## src/rtl/div_pkg.sv

```systemverilog
// Shared types and constants for the iterative divider.
package div_pkg;

    typedef enum logic [2:0] {
        IDLE  = 3'd0,
        CHECK = 3'd1,
        RUN   = 3'd2,
        FIX   = 3'd3,
        HOLD  = 3'd4
    } div_state_t;

    localparam int DEFAULT_WIDTH = 32;
    localparam int ITER_LAST     = DEFAULT_WIDTH - 1;

endpackage

```

## src/rtl/div_step.sv

```systemverilog
// Purpose: one restoring-division iteration (shift in next dividend bit, conditional subtract).
// Latency: purely combinational, zero cycles.
// Backpressure: none; evaluated every cycle, consumed only while the divider runs.
module div_step
    import div_pkg::*;
#(
    parameter int WIDTH = DEFAULT_WIDTH
) (
    input  logic [WIDTH:0]   rem,
    input  logic [WIDTH-1:0] q,
    input  logic [WIDTH-1:0] divisor,
    output logic [WIDTH:0]   rem_nxt,
    output logic [WIDTH-1:0] q_nxt
);

    logic [WIDTH+1:0] shifted;
    logic             ge;

    assign shifted = {rem, q[WIDTH-1]};
    assign ge      = shifted >= {2'b00, divisor};
    assign rem_nxt = ge ? (shifted[WIDTH:0] - {1'b0, divisor}) : shifted[WIDTH:0];
    assign q_nxt   = {q[WIDTH-2:0], ge};

endmodule

```

## src/rtl/div_unit.sv

```systemverilog
// Purpose: iterative 32-bit divider producing HI (remainder) / LO (quotient); DIV_SIGNED_EN selects signed semantics.
// Latency: fixed 34 cycles from the start edge to DivOut; divide-by-zero reports 1 cycle after CHECK.
// Backpressure: none; a held DivCtrl is absorbed in HOLD so each request level yields exactly one result.
module div_unit
    import div_pkg::*;
#(
    parameter int WIDTH = DEFAULT_WIDTH
) (
    input  logic             clk,
    input  logic             reset,
    input  logic             DivCtrl,
    input  logic [WIDTH-1:0] A,
    input  logic [WIDTH-1:0] B,
    output logic [WIDTH-1:0] HI,
    output logic [WIDTH-1:0] LO,
    output logic             DivOut,
    output logic             divZero
);

    div_state_t state, state_nxt;

    logic [WIDTH-1:0] a_reg, b_reg, q_reg, div_reg;
    logic [WIDTH:0]   rem_reg, rem_nxt;
    logic [WIDTH-1:0] q_nxt;
    logic [5:0]       cnt;

    logic             ld_ops, check_ok, zero_hit, run_en, fix_en;
    logic [WIDTH-1:0] abs_a, abs_b, q_res, rem_res;

    div_step #(.WIDTH(WIDTH)) u_step (
        .rem     (rem_reg),
        .q       (q_reg),
        .divisor (div_reg),
        .rem_nxt (rem_nxt),
        .q_nxt   (q_nxt)
    );

`ifdef DIV_SIGNED_EN
    // Magnitude divide, then quotient sign = sign(A)^sign(B), remainder sign = sign(A).
    logic neg_a, neg_b;
    assign neg_a   = a_reg[WIDTH-1];
    assign neg_b   = b_reg[WIDTH-1];
    assign abs_a   = neg_a ? -a_reg : a_reg;
    assign abs_b   = neg_b ? -b_reg : b_reg;
    assign q_res   = (neg_a ^ neg_b) ? -q_reg : q_reg;
    assign rem_res = neg_a ? -rem_reg[WIDTH-1:0] : rem_reg[WIDTH-1:0];
`else
    assign abs_a   = a_reg;
    assign abs_b   = b_reg;
    assign q_res   = q_reg;
    assign rem_res = rem_reg[WIDTH-1:0];
`endif

    always_ff @(posedge clk) begin
        if (reset) begin
            state <= IDLE;
        end else begin
            state <= state_nxt;
        end
    end

    always_comb begin
        state_nxt = state;
        unique case (state)
            IDLE:    if (DivCtrl) state_nxt = CHECK;
            CHECK:   state_nxt = (b_reg == '0) ? HOLD : RUN;
            RUN:     if (cnt == 6'(ITER_LAST)) state_nxt = FIX;
            FIX:     state_nxt = HOLD;
            HOLD:    if (!DivCtrl) state_nxt = IDLE;
            default: state_nxt = IDLE;
        endcase
    end

    always_comb begin
        ld_ops   = (state == IDLE) && DivCtrl;
        check_ok = (state == CHECK) && (b_reg != '0);
        zero_hit = (state == CHECK) && (b_reg == '0);
        run_en   = (state == RUN);
        fix_en   = (state == FIX);
    end

    always_ff @(posedge clk) begin
        if (reset) begin
            a_reg   <= '0;
            b_reg   <= '0;
            q_reg   <= '0;
            div_reg <= '0;
            rem_reg <= '0;
            cnt     <= '0;
            HI      <= '0;
            LO      <= '0;
            DivOut  <= 1'b0;
            divZero <= 1'b0;
        end else begin
            DivOut  <= fix_en;
            divZero <= zero_hit;
            if (ld_ops) begin
                a_reg <= A;
                b_reg <= B;
                cnt   <= '0;
            end
            if (check_ok) begin
                q_reg   <= abs_a;
                div_reg <= abs_b;
                rem_reg <= '0;
            end
            if (run_en) begin
                rem_reg <= rem_nxt;
                q_reg   <= q_nxt;
                cnt     <= cnt + 6'd1;
            end
            if (fix_en) begin
                LO <= q_res;
                HI <= rem_res;
            end
        end
    end

endmodule

```

## config.mk

```make
export PLATFORM = sky130hd
export DESIGN_NAME = div_unit
export DESIGN_NICKNAME = d
export VERILOG_FILES = /design/src/rtl/div_pkg.sv /design/src/rtl/div_step.sv /design/src/rtl/div_unit.sv
export SDC_FILE = /design/constraint.sdc
export NUM_CORES = 1
export LEC_CHECK = 0
export ABC_AREA = 1
export BUFFER_PORTS_ARGS = -buffer_cell sky130_fd_sc_hd__buf_4
export CORE_MARGIN = 2
export CORE_UTILIZATION = 60
export CTS_BUF_LIST = sky130_fd_sc_hd__clkbuf_2
export DETAILED_ROUTE_END_ITERATION = 8
export PLACE_DENSITY = 0.85
export RECOVER_POWER = 50
export SLEW_MARGIN = 20
export SYNTH_ARGS = -nofsm -noshare
export SYNTH_HDL_FRONTEND = slang
export SYNTH_HIERARCHICAL = 1
export SYNTH_SLANG_ARGS = --single-unit
```

## constraint.sdc

```tcl
create_clock -name clk -period 6.9 [get_ports clk]
set_clock_uncertainty 0.2 [all_clocks]
set_input_delay 1.38 -clock clk [delete_from_list [all_inputs] [get_ports clk]]
set_output_delay 1.38 -clock clk [all_outputs]
set_load 0.1 [all_outputs]
```

# Yosys cells after proc, flatten, opt, wreduce, memory -nomap -nowiden

Cells that the tools add are included.

Logic and storage cells: 43
Output and inout bits: 66
Register bits: 236

Reduce and logical (&&, ||, !) cells: 9
Eq/ne operators: 8
Order comparisons: 1
Mux-type cells: 12
Add/subtract/negate cells: 2

Operator list:

| cell                                                                     | number |
|---|---|
| 33-bit two-way mux                                                       | 3 |
| 32-bit two-way mux                                                       | 2 |
| 34-bit by 32-bit >= comparator with 1-bit output                         | 1 |
| 33-bit by 32-bit subtractor with 33-bit output                           | 1 |
| 32-bit zero test                                                         | 1 |
| 32-bit nonzero test                                                      | 1 |
| 3-bit case mux with 5 select lines                                       | 1 |
| 3-bit two-way mux                                                        | 4 |
| 6-bit two-way mux                                                        | 2 |
| 6-bit by 1-bit adder with 6-bit output (second input constant)           | 1 |
| 3-bit by 2-bit equality test with 1-bit output (second input constant)   | 2 |
| 6-bit by 5-bit equality test with 1-bit output (second input constant)   | 1 |
| 2-bit inequality test (second input constant)                            | 2 |
| 2-bit nonzero test                                                       | 2 |
| 3-bit by 1-bit equality test with 1-bit output (second input constant)   | 1 |
| 3-bit equality test (second input constant)                              | 1 |
| 1-bit logical AND                                                        | 3 |
| 3-bit zero test                                                          | 1 |
| 3-bit AND reduction                                                      | 1 |
| 2-bit by 1-bit inequality test with 1-bit output (second input constant) | 1 |

# Longest topological paths before layout

Gate-level depths: netlist of the first run.

Depth after elaboration: 4
Depth in mapped cells: 18
Gate-level depth less buffers: 18

# By module

Netlist of the first run, hierarchy kept.

Modules (own cells, without submodules):

| module   | cells each | area each (um2) | times used | sequential area each (um2) |
|---|---|---|---|---|
| div_unit | 1196       | 8826.0          | 1          | 4724.5 |
| div_step | 737        | 3548.4          | 1          | 0.0 |

# Worst setup path before layout of the first run

OpenSTA, ideal clock, no wires.

Kind: in2reg
Start point: in reset
End point: reg HI[0]
Setup time: 0.067 ns
Stages: 6
Buffers on the path: 3
Slack: 4.303 ns
Arrival: 2.330 ns
Cells stage by stage: clkbuf_1 inv_1 clkbuf_1 clkbuf_1 o21ai_0 nor2_1

RTL lines:

| element              | RTL line        | text |
|---|---|---|
| from (decl)          | div_unit.sv:10  | `input logic reset,` |
| to (signal assigned) | div_unit.sv:114 | `HI <= rem_res;` |
| to (decl)            | div_unit.sv:14  | `output logic [WIDTH-1:0] HI,` |

# Worst setup path after layout of the first run

Start point: reg state[2]
End point: reg cnt[4]

Cells in the longest elaborated chain, start to end: 3
Elaborated cells on any way between the ends: 5
Those cells by class: 1 x eq/ne; 1 x mux; 3 x reduce/logical

Ends and longest elaborated chain:

| element                      | RTL line        | text |
|---|---|---|
| from (decl)                  | div_unit.sv:20  | `div_state_t state, state_nxt;` |
| from (signal assigned)       | div_unit.sv:58  | `state <= state_nxt;` |
| 3-bit zero test              | div_unit.sv:75  | `ld_ops = (state == IDLE) && DivCtrl;` |
| 1-bit logical AND            | div_unit.sv:75  |  |
| 2-bit nonzero test (no line) | --              |  |
| to (signal assigned)         | div_unit.sv:110 | `cnt <= cnt + 6'd1;` |
| to (decl)                    | div_unit.sv:25  | `logic [5:0] cnt;` |

Parallel ways exist; a longest one is shown, timed or not.
A chain may end at the register's enable or synchronous reset.

==> reports/results.txt, run 1 <==
Status -> finished with violations
Failing checks -> capacitance limit, slew limit
Mapped Nets -> 2034
Clk Latency, worst-skew pair -> 840 ps
Clk buf depth -> 3
Post-route setup slack -> 2630 ps
WHS Path Cells -> 2
Area contributors post-synth -> dfxtp_1 38%, nand2_1 15%, nor2_1 12%, o21ai_0 6.6%, inv_1 5.8%
Type of the worst setup path -> flop to flop
Rel. slew slack -> -123%
Detailed Place HPWL -> 21.7 mm
Register bit total from synthesis -> 236
Gr usage total -> 29.3%
Total grt overflow -> 0
H-tree levels -> 2
Total Power -> 4.88 mW
Worst path max stage delay -> 2390 ps
Final min period -> 4270 ps
Final WL -> 32.2 mm
Die Y -> 148 µm
Post-synthesis simple-gate area fraction -> 34.8%
Maximum vdd drop -> 0.197 mV
PwrDens -> 361 nW/µm²
Area Growth Syn to Fin -> 9.30%
DP Worst Slack -> 3230 ps
Worst reg-to-reg path cell count -> 7
PortBufs -> 132
Synth Area per Inst -> 6.40 µm²
Final hold violation count -> 0
Final period util -> 61.8%
CTS sink cnt -> 236
Netlist Area Pre-Place -> 12400 µm²
XOR/XNOR Fraction of Synth Area -> 1.06%
Post-synth EDFFs -> 0
Mux contribution to synthesized area -> 0%
Crit-path slowest cell -> clkbuf_1
Core Region -> 20200 µm²
Post-synth top area share -> 38.2%
Antenna violations before repair -> 1
Most used DFF post-synth -> dfxtp_1
Rows -> 52
Worst-margin pin slew -> 3340 ps
Drt drc -> 0
Layout Nets -> 2104
Cells after synthesis -> 1933
CTS tree -> built
WHS Endpoint -> LO[11]$_SDFFE_PP0P_
GP Congestion -> 0.932
Cell repeated most along the worst path -> nor2_1
Hold slack -> 276 ps
Router iterations before antenna repair -> 7
CP max FO -> 73
Synth Area in Compound Gates -> 10.8%
Share of layout cells above drive strength 1 -> 11.7%
Post-CTS sizing -> 0
Wire per inst -> 13.9 µm
Main combinational cell family by area after synthesis -> simple AND/OR/NAND/NOR gates
First-pass GRT wire length -> 53.1 mm
CTS Buf Count -> 57
Yosys warns -> 6
Reg-to-reg startpoint -> state[2]$_SDFFE_PP0P_
Antenna-violating nets left -> 0
IO Count -> 133
Filler cell count -> 1871
Startpoint Class -> flop
Reg-to-reg slack, setup -> 2630 ps
Clock-pin slew on the worst setup and hold paths -> 110 ps
Crit path capture type -> flop
Unrepaired setup endpoints after global routing -> no
CP arrival -> 4740 ps
Async S/R FF share, synth -> 0%
Via count -> 12300
Max-slew violations -> 252
Worst R2R End -> cnt[4]$_SDFFE_PP0P_
Hold/Removal Path Class -> flop to flop
Vias per cell -> 5.33
Largest area contributor in the netlist -> dfxtp_1
Clk root buf -> clkbuf_2
Post-CTS Setup Bufs -> 0
Post-synthesis sequential area ratio -> 38.2%
Pin count of the biggest net entering global routing -> 122
Hold-fix buffers, CTS -> 0
Post-route setup TNS -> 0 ps
Die area -> 21800 µm²
Number of setup violations in the final report -> 0
F_max -> 234 MHz
Post-synthesis adder-cell area fraction -> 3.50%
Number of flip-flops in the largest register -> 33
Initial DRC Count -> 800
Die width -> 148 µm
Min-delay src -> q_reg[11]$_SDFFE_PP0P_
Placed Cells incl. Taps -> 2214
Max_cap viols -> 4
Netlist cell types -> 35
Post-Layout Cell Count -> 2314
Critical Path RT -> 7370 ps
Initial core utilization -> 61.2%
Vias in the first global route -> 11400
Crit-path cells -> inv_1 > nand2_1 > nor2_1 > clkbuf_1 > nor2_1 > a21oi_1 > nor3_1
Leak -> 6.95 nW
==> layout by cell type (no fill, tap or decap), types with 4 or more instances in the layout <==
| master | synthesis | routed |
|---|---|---|
| a21oi_1 | 91 | 91 |
| and2_1 | 6 | 6 |
| buf_4 | 33 | 136 |
| clkbuf_1 | 56 | 4 |
| clkbuf_2 | 0 | 77 |
| clkinv_1 | 1 | 20 |
| dfxtp_1 | 236 | 236 |
| ha_1 | 33 | 33 |
| inv_1 | 191 | 191 |
| inv_2 | 7 | 5 |
| nand2_1 | 504 | 504 |
| nand2_2 | 4 | 4 |
| nand3_1 | 98 | 98 |
| nand4_1 | 37 | 37 |
| nor2_1 | 381 | 381 |
| nor2_2 | 8 | 7 |
| nor3_1 | 11 | 12 |
| o21ai_0 | 164 | 165 |
| xor2_1 | 15 | 15 |
==> report_power, final <==
part / switching, mW / internal [mW]
registers: 0.122 / 1.55
clock network: 0.560 / 0.304
logic: 1.67 / 0.672
total: 2.35 / 2.53
==> per-stage QoR <==
step | util, % | instance area (µm²)
3_5_place_dp | 64.7 | 13100
6_report | 66.8 | 13500
3_3_place_gp | 64.7 | 13100
2_1_floorplan | - | 12400
5_1_grt | 66.8 | 13500
4_1_cts | 67.1 | 13600
==> routing by layer <==
metal | global-route usage, % | up-vias | wire length (µm)
li1 | - | 6198 | -
met1 | 37.8 | 5654 | 14000
met2 | 49.6 | 415 | 15200
met3 | 5.40 | 63 | 2260
met4 | 9.66 | 0 | 773
met5 | 0 | - | 0
==> Yosys cell counts (6+ instances only) <==
master,number
inv_1,191
clkbuf_1,56
xor2_1,15
and2_1,6
a21oi_1,91
o21ai_0,164
buf_2,27
inv_2,7
ha_1,33
buf_1,6
nand2_1,504
buf_6,7
nor2_1,381
buf_4,33
nor3_1,11
nand4_1,37
dfxtp_1,236
nor2_2,8
nand3_1,98
==> worst max-delay path: cells and delay by family, from the launching register on <==
family	cells	cell delay, ps
DFF	1	370
AOI/OAI and AO/OA	1	280
and+or+nand+nor	4	760
buffers and inverters	2	2480
==> worst max-delay path by stage <==
stage	startpoint	to	slack (ps)	cells past startpoint
final	state[2]$_SDFFE_PP0P_	cnt[4]$_SDFFE_PP0P_	2630	7
after global routing	state[2]$_SDFFE_PP0P_	cnt[4]$_SDFFE_PP0P_	2260	7
after CTS	q_reg[31]$_SDFFE_PP0P_	q_reg[0]$_SDFFE_PP0P_	3560	14
after detailed placement	reset	LO[12]$_SDFFE_PP0P_	3230	5
after global placement	reset	LO[8]$_SDFFE_PP0P_	3300	5
after floorplan	reset	HI[0]$_SDFFE_PP0P_	4300	6
==> final cells by class <==
class	instances	area (µm²)	area share, %
clock buffer	77	385	2.85
inverter	199	751	5.55
antenna	1	2.50	0.0185
sequential	236	4720	34.9
timing repair buffer	140	1040	7.66
clock inverter	22	91.3	0.675
tap	270	338	2.50
multi-input combinational	1369	6200	45.8
==> cells by family (layout without fill, tap and decap cells) <==
logic type	after synthesis	after routing
AO/OA/AOI/OAI	262	262
flip-flops	236	236
other	0	1
buffers and inverters	328	438
AND/OR/NAND/NOR	1058	1058
adder cells (fa/ha/maj)	34	34
XOR/XNOR	15	15
Power figures use the tool's default switching activity.
==> inputs of run 2 (changes only) <==
--- a/config.mk
+++ b/config.mk
@@ -5,13 +5,13 @@
 export SDC_FILE = /design/constraint.sdc
 export NUM_CORES = 1
 export LEC_CHECK = 0
-export ABC_AREA = 1
+export ABC_AREA = 0
 export BUFFER_PORTS_ARGS = -buffer_cell sky130_fd_sc_hd__buf_4
 export CORE_MARGIN = 2
 export CORE_UTILIZATION = 60
 export CTS_BUF_LIST = sky130_fd_sc_hd__clkbuf_2
 export DETAILED_ROUTE_END_ITERATION = 8
-export PLACE_DENSITY = 0.85
+export PLACE_DENSITY = 0.86
 export RECOVER_POWER = 50
 export SLEW_MARGIN = 20
 export SYNTH_ARGS = -nofsm -noshare
==> constraint.sdc (replaced) <==
create_clock -name clk -period 4.28 [get_ports clk]
set_clock_uncertainty 0.2 [all_clocks]
set_input_delay 0.856 -clock clk [delete_from_list [all_inputs] [get_ports clk]]
set_output_delay 0.856 -clock clk [all_outputs]
set_load 0.1 [all_outputs]
==> reports/results.txt, run 2 <==
Status -> finished with violations
Failing checks -> capacitance limit, slew limit
Core Region -> 17900 µm²
IO Count -> 133
Pin count of the biggest net entering global routing -> 127
Area of the multi-input gates -> 5430 µm²
Initial core utilization -> 61.1%
Filler cell count -> 1513
Clk Latency, worst-skew pair -> 830 ps
CP max FO -> 16
GP Congestion -> 0.902
Register bit total from synthesis -> 236
Die Y -> 139 µm
Antenna violations before repair -> 1
Finished Cell Area -> 12400 µm²
Antenna-violating nets left -> 0
Post-synth top area share -> 43.2%
Via count -> 10300
Area after DPL -> 11700 µm²
Startpoint Class -> flop
Vias in the first global route -> 9650
Placed Cells incl. Taps -> 1709
Cell with the most instances after synthesis -> nand2_1
Post-Layout Cell Count -> 1828
Drt drc -> 0
Vias per cell -> 5.65
Crit path capture type -> flop
Area contributors post-synth -> dfxtp_1 43%, nand2_1 15%, a21oi_1 13%, ha_1 3.8%, nor2_1 2.7%
Final hold violation count -> 0
Commonest cells post-synth -> 423 x nand2_1, 280 x a21oi_1, 236 x dfxtp_1
Max-slew violations -> 186
Type of the worst setup path -> flop to flop
Clk buf depth -> 3
Async S/R FF share, synth -> 0%
Post-CTS sizing -> 0
FF/Latch Area -> 4720 µm²
Clk root buf -> clkbuf_2
Gr usage total -> 26.7%
CTS sink cnt -> 236
F_max -> 276 MHz
CTS tree -> built
Most used DFF post-synth -> dfxtp_1
PortBufs -> 132
Unrepaired setup endpoints after global routing -> no
Die area -> 19300 µm²
Critical Path RT -> 4700 ps
Detailed Place HPWL -> 17.7 mm
Hold/Removal Path Class -> primary input to flop
H-tree levels -> 2
CP arrival -> 4050 ps
Initial DRC Count -> 873
Largest area contributor in the netlist -> dfxtp_1
Number of setup violations in the final report -> 0
Post-synthesis sequential area ratio -> 43.2%
Area Growth Syn to Fin -> 13.0%
Wire per inst -> 14.7 µm
Rel. slew slack -> -50.1%
CTS Buf Count -> 57
Final min period -> 3630 ps
Netlist cell types -> 61
Mapped Nets -> 1564
Rows -> 49
Most frequent cells in the layout -> 422 x nand2_1, 280 x a21oi_1, 236 x dfxtp_1
Yosys warns -> 6
Layout Nets -> 1654
Synth Area per Inst -> 7.48 µm²
Final period util -> 84.7%
First-pass GRT wire length -> 44.2 mm
Number of flip-flops in the largest register -> 33
Final WL -> 26.9 mm
Clock-pin slew on the worst setup and hold paths -> 110 ps
Router iterations before antenna repair -> 6
Most common cell after layout, fill and taps aside -> nand2_1
Worst-margin pin slew -> 2250 ps
Cells after synthesis -> 1463
Netlist Area Pre-Place -> 10900 µm²
Total grt overflow -> 0
Post-synth EDFFs -> 0
Post-route setup TNS -> 0 ps
Max_cap viols -> 4
Die width -> 139 µm
Share of layout cells above drive strength 1 -> 15.4%
## run 2: cell count changes after synthesis, moves of 8 or more
| cell | previous run | this run |
|---|---|---|
| buf_2 | 27 | 17 |
| nand2_1 | 504 | 423 |
| clkbuf_1 | 56 | 64 |
| nand4_1 | 37 | 7 |
| inv_1 | 191 | 42 |
| nor2_2 | 8 | 0 |
| a211oi_1 | 1 | 35 |
| nor4_1 | 1 | 9 |
| nand3_1 | 98 | 44 |
| nor2_1 | 381 | 79 |
| o21ai_0 | 164 | 15 |
| xnor2_1 | 0 | 18 |
| a21oi_1 | 91 | 280 |
## run 2: kinds of logic (layout without fill, tap and decap cells)
logic type                 after synthesis  in the layout  synth area share, %
and+or+nand+nor                        603            603                 22.7
other                                    0              1                    0
muxes                                    3              3                0.309
xor gates and xnor gates                27             27                 2.16
DFF                                    236            236                 43.2
adders and majority gates               34             34                 3.96
buffers and inverters                  172            307                 7.29
AOI/OAI and AO/OA                      388            388                 20.4
## run 2: layout make-up
cell class | instances | area share, %
diodes | 1 | 0.0202
clock buffers | 80 | 3.24
inverters | 43 | 1.31
repair buffers | 160 | 10.0
multi-input cells | 1055 | 43.9
clock inverters | 24 | 1.00
flip-flops and latches | 236 | 38.2
well taps | 229 | 2.32
## run 2: final timing paths
path,start,to,slack [ps],cells after the start
setup / recovery,q_reg[31]$_SDFFE_PP0P_,rem_reg[32]$_SDFFE_PP0P_,650,15
hold / removal,A[22],a_reg[22]$_SDFFE_PP0P_,60,3
setup reg to reg,q_reg[31]$_SDFFE_PP0P_,rem_reg[32]$_SDFFE_PP0P_,650,15
hold reg to reg,HI[14]$_SDFFE_PP0P_,HI[14]$_SDFFE_PP0P_,260,2
## run 2: worst max-delay path, cell delays in order (launching register included)
cell	delay, ps
dfxtp_1	350
inv_1	60
ha_1	150
inv_1	60
fa_1	430
a211oi_2	280
o211a_1	230
o211ai_1	100
and2_1	190
a31oi_2	280
a31oi_4	260
inv_2	310
nor2_1	90
mux2_1	300
nand2_1	60
a21oi_1	60
## run 2: routing by layer
layer	GRT usage [%]	up-vias	part of all wire (%)
met5	0	-	0
met4	9.41	0	2.0
met3	4.97	49	6.8
met2	43.7	390	47
met1	35.6	4774	44
li1	-	5109	-
## run 2: what timing repair did
item | CTS | global route
hold buffers | 13 | 1
endpoints found under the hold margin | 13 | 1
buffers inserted | 0 | 0
## run 2: stage by stage
step | hold slack [ps] | utilization [%] | setup WS (ps)
6_report | 62.4 | 69.1 | 653
5_1_grt | 0.517 | 69.1 | 419
4_1_cts | 1.88 | 69.2 | 711
3_5_place_dp | 247 | 65.6 | 794
3_3_place_gp | 242 | 65.6 | 860
2_1_floorplan | 236 | - | 1200
Power of run 2 is left out: the tool's default activity adds up to more than one toggle a clock period on the data nets, which glitch-free logic cannot reach.
==> inputs of run 3 (changes only) <==
--- a/config.mk
+++ b/config.mk
@@ -8,10 +8,10 @@
 export ABC_AREA = 0
 export BUFFER_PORTS_ARGS = -buffer_cell sky130_fd_sc_hd__buf_4
 export CORE_MARGIN = 2
-export CORE_UTILIZATION = 60
+export CORE_UTILIZATION = 55
 export CTS_BUF_LIST = sky130_fd_sc_hd__clkbuf_2
 export DETAILED_ROUTE_END_ITERATION = 8
-export PLACE_DENSITY = 0.86
+export PLACE_DENSITY = 0.83
 export RECOVER_POWER = 50
 export SLEW_MARGIN = 20
 export SYNTH_ARGS = -nofsm -noshare
==> constraint.sdc (replaced) <==
create_clock -name clk -period 3.11 [get_ports clk]
set_clock_uncertainty 0.2 [all_clocks]
set_input_delay 0.622 -clock clk [delete_from_list [all_inputs] [get_ports clk]]
set_output_delay 0.622 -clock clk [all_outputs]
set_load 0.1 [all_outputs]
==> reports/results.txt, run 3 (same netlist as run 2, synthesis figures left out) <==
Hold/Removal Path Class -> primary input to flop
Detailed Place HPWL -> 17.4 mm
Critical Path RT -> 3600 ps
Rel. slew slack -> 18.4%
Die Y -> 145 µm
Antenna violations before repair -> 1
Antenna-violating nets left -> 0
Total grt overflow -> 0
First-pass GRT wire length -> 44.5 mm
DP Worst Slack -> -204 ps
Drt drc -> 0
PwrDens -> 1430 nW/µm²
Vias in the first global route -> 9742
Status -> finished with violations
Worst-margin pin slew -> 1220 ps
CP arrival -> 3610 ps
Die width -> 145 µm
Post-Layout Cell Count -> 1929
Maximum vdd drop -> 1.19 mV
Number of flip-flops in the largest register -> 33
Cell repeated most along the worst path -> inv_2
Most common cell after layout, fill and taps aside -> nand2_1
Placed Cells incl. Taps -> 1760
CTS sink cnt -> 236
Leak -> 5.29 nW
Final min period -> 3120 ps
Final period util -> 100%
Failing checks -> setup timing
Area Growth Syn to Fin -> 20.7%
Pin count of the biggest net entering global routing -> 109
Router iterations before antenna repair -> 5
Max-slew violations -> 0
Wire per inst -> 14.1 µm
CTS tree -> built
Type of the worst setup path -> flop to flop
Post-route setup slack -> -7.42 ps
IO Count -> 133
Die area -> 21000 µm²
Clk Latency, worst-skew pair -> 830 ps
Rows -> 51
Startpoint Class -> flop
Initial DRC Count -> 897
Unrepaired setup endpoints after global routing -> yes
Gr usage total -> 24.7%
Max_cap viols -> 0
Initial core utilization -> 56.2%
Worst path max stage delay -> 370 ps
F_max -> 321 MHz
CTS Buf Count -> 54
Final WL -> 27.2 mm
Crit-path slowest cell -> a311o_1
Core Region -> 19500 µm²
CP max FO -> 3
Clk buf depth -> 3
Final hold violation count -> 0
H-tree levels -> 2
Filler cell count -> 1671
Crit path capture type -> flop
Share of layout cells above drive strength 1 -> 17.1%
Clk root buf -> clkbuf_2
Most frequent cells in the layout -> 423 x nand2_1, 275 x a21oi_1, 233 x dfxtp_1
Vias per cell -> 5.45
GP Congestion -> 0.901
PortBufs -> 132
Clock-pin slew on the worst setup and hold paths -> 110 ps
Crit-path cells -> inv_2 > ha_4 > inv_2 > fa_2 > a211oi_2 > o211a_1 > nor2_2 > a21o_1 > a311o_1 > a311oi_2 > o21ai_1 > mux2_1 > nand2_1 > a21oi_2
Layout Nets -> 1723
Via count -> 10500
Number of setup violations in the final report -> 1
run 3: power by group:
part           internal [mW]  switching, mW  leakage, nW
Sequential              3.32          0.303         1.92
Clock                  0.849           1.20        0.384
Combinational           6.20           7.08         2.99
Total                   10.4           8.58         5.29
run 3: final cells by class:
class | instances | area [µm²] | share of cell area [%]
multi-input cells | 1055 | 5500 | 41.7
flip-flops and latches | 236 | 4730 | 35.8
well taps | 265 | 332 | 2.51
clock buffers | 79 | 395 | 2.99
inverters | 43 | 161 | 1.22
repair buffers | 232 | 1960 | 14.8
diodes | 1 | 2.50 | 0.0190
clock inverters | 18 | 125 | 0.948
run 3: what timing repair did:
| item | 4_1_cts | 5_1_grt |
|---|---|---|
| endpoints found under the setup margin | 7 | 32 |
| hold endpoints to repair | 64 | 0 |
| cloned | 0 | 1 |
| setup buffers | 2 | 4 |
| resized for setup | 8 | 15 |
| hold buffers | 64 | 0 |
| pin swaps | 10 | 6 |
run 3: through the flow:
step	setup TNS [ps]	util [%]	hold slack (ps)	cell area [µm²]	power, mW
after floorplan	0	-	236	10900	12.9
after CTS	-29.1	67.6	1.00	13200	17.4
after global placement	-86.2	61.4	243	12000	15.0
after detailed placement	-441	61.4	247	12000	15.2
final	-7.42	67.8	67.2	13200	18.9
after global routing	-1860	67.8	34.9	13200	20.5
run 3: worst paths after layout:
check                         start                        to  slack (ps)  cells after the start
max          q_reg[31]$_SDFFE_PP0P_  rem_reg[32]$_SDFFE_PP0P_          -7                     14
min                         DivCtrl     state[2]$_SDFFE_PP0P_          70                      4
max reg2reg  q_reg[31]$_SDFFE_PP0P_  rem_reg[32]$_SDFFE_PP0P_          -7                     14
min reg2reg      HI[9]$_SDFFE_PP0P_        HI[9]$_SDFFE_PP0P_         260                      2
run 3: worst max-delay path, delay by kind of cell, from the launching register on:
family	cells	cell delay, ps
AOI/OAI and AO/OA	7	1420
and+or+nand+nor	2	120
buffers and inverters	2	100
muxes	1	320
adders and majority gates	2	490
DFF	1	340
run 3: routing by layer:
metal,routed length [µm],track usage (%),part of all wire (%),vias up
met4,596,8.73,2.2,0
met5,0,0,0,-
li1,-,-,-,5235
met3,1680,4.34,6.2,57
met2,12800,41.2,47,365
met1,12100,32.4,45,4854
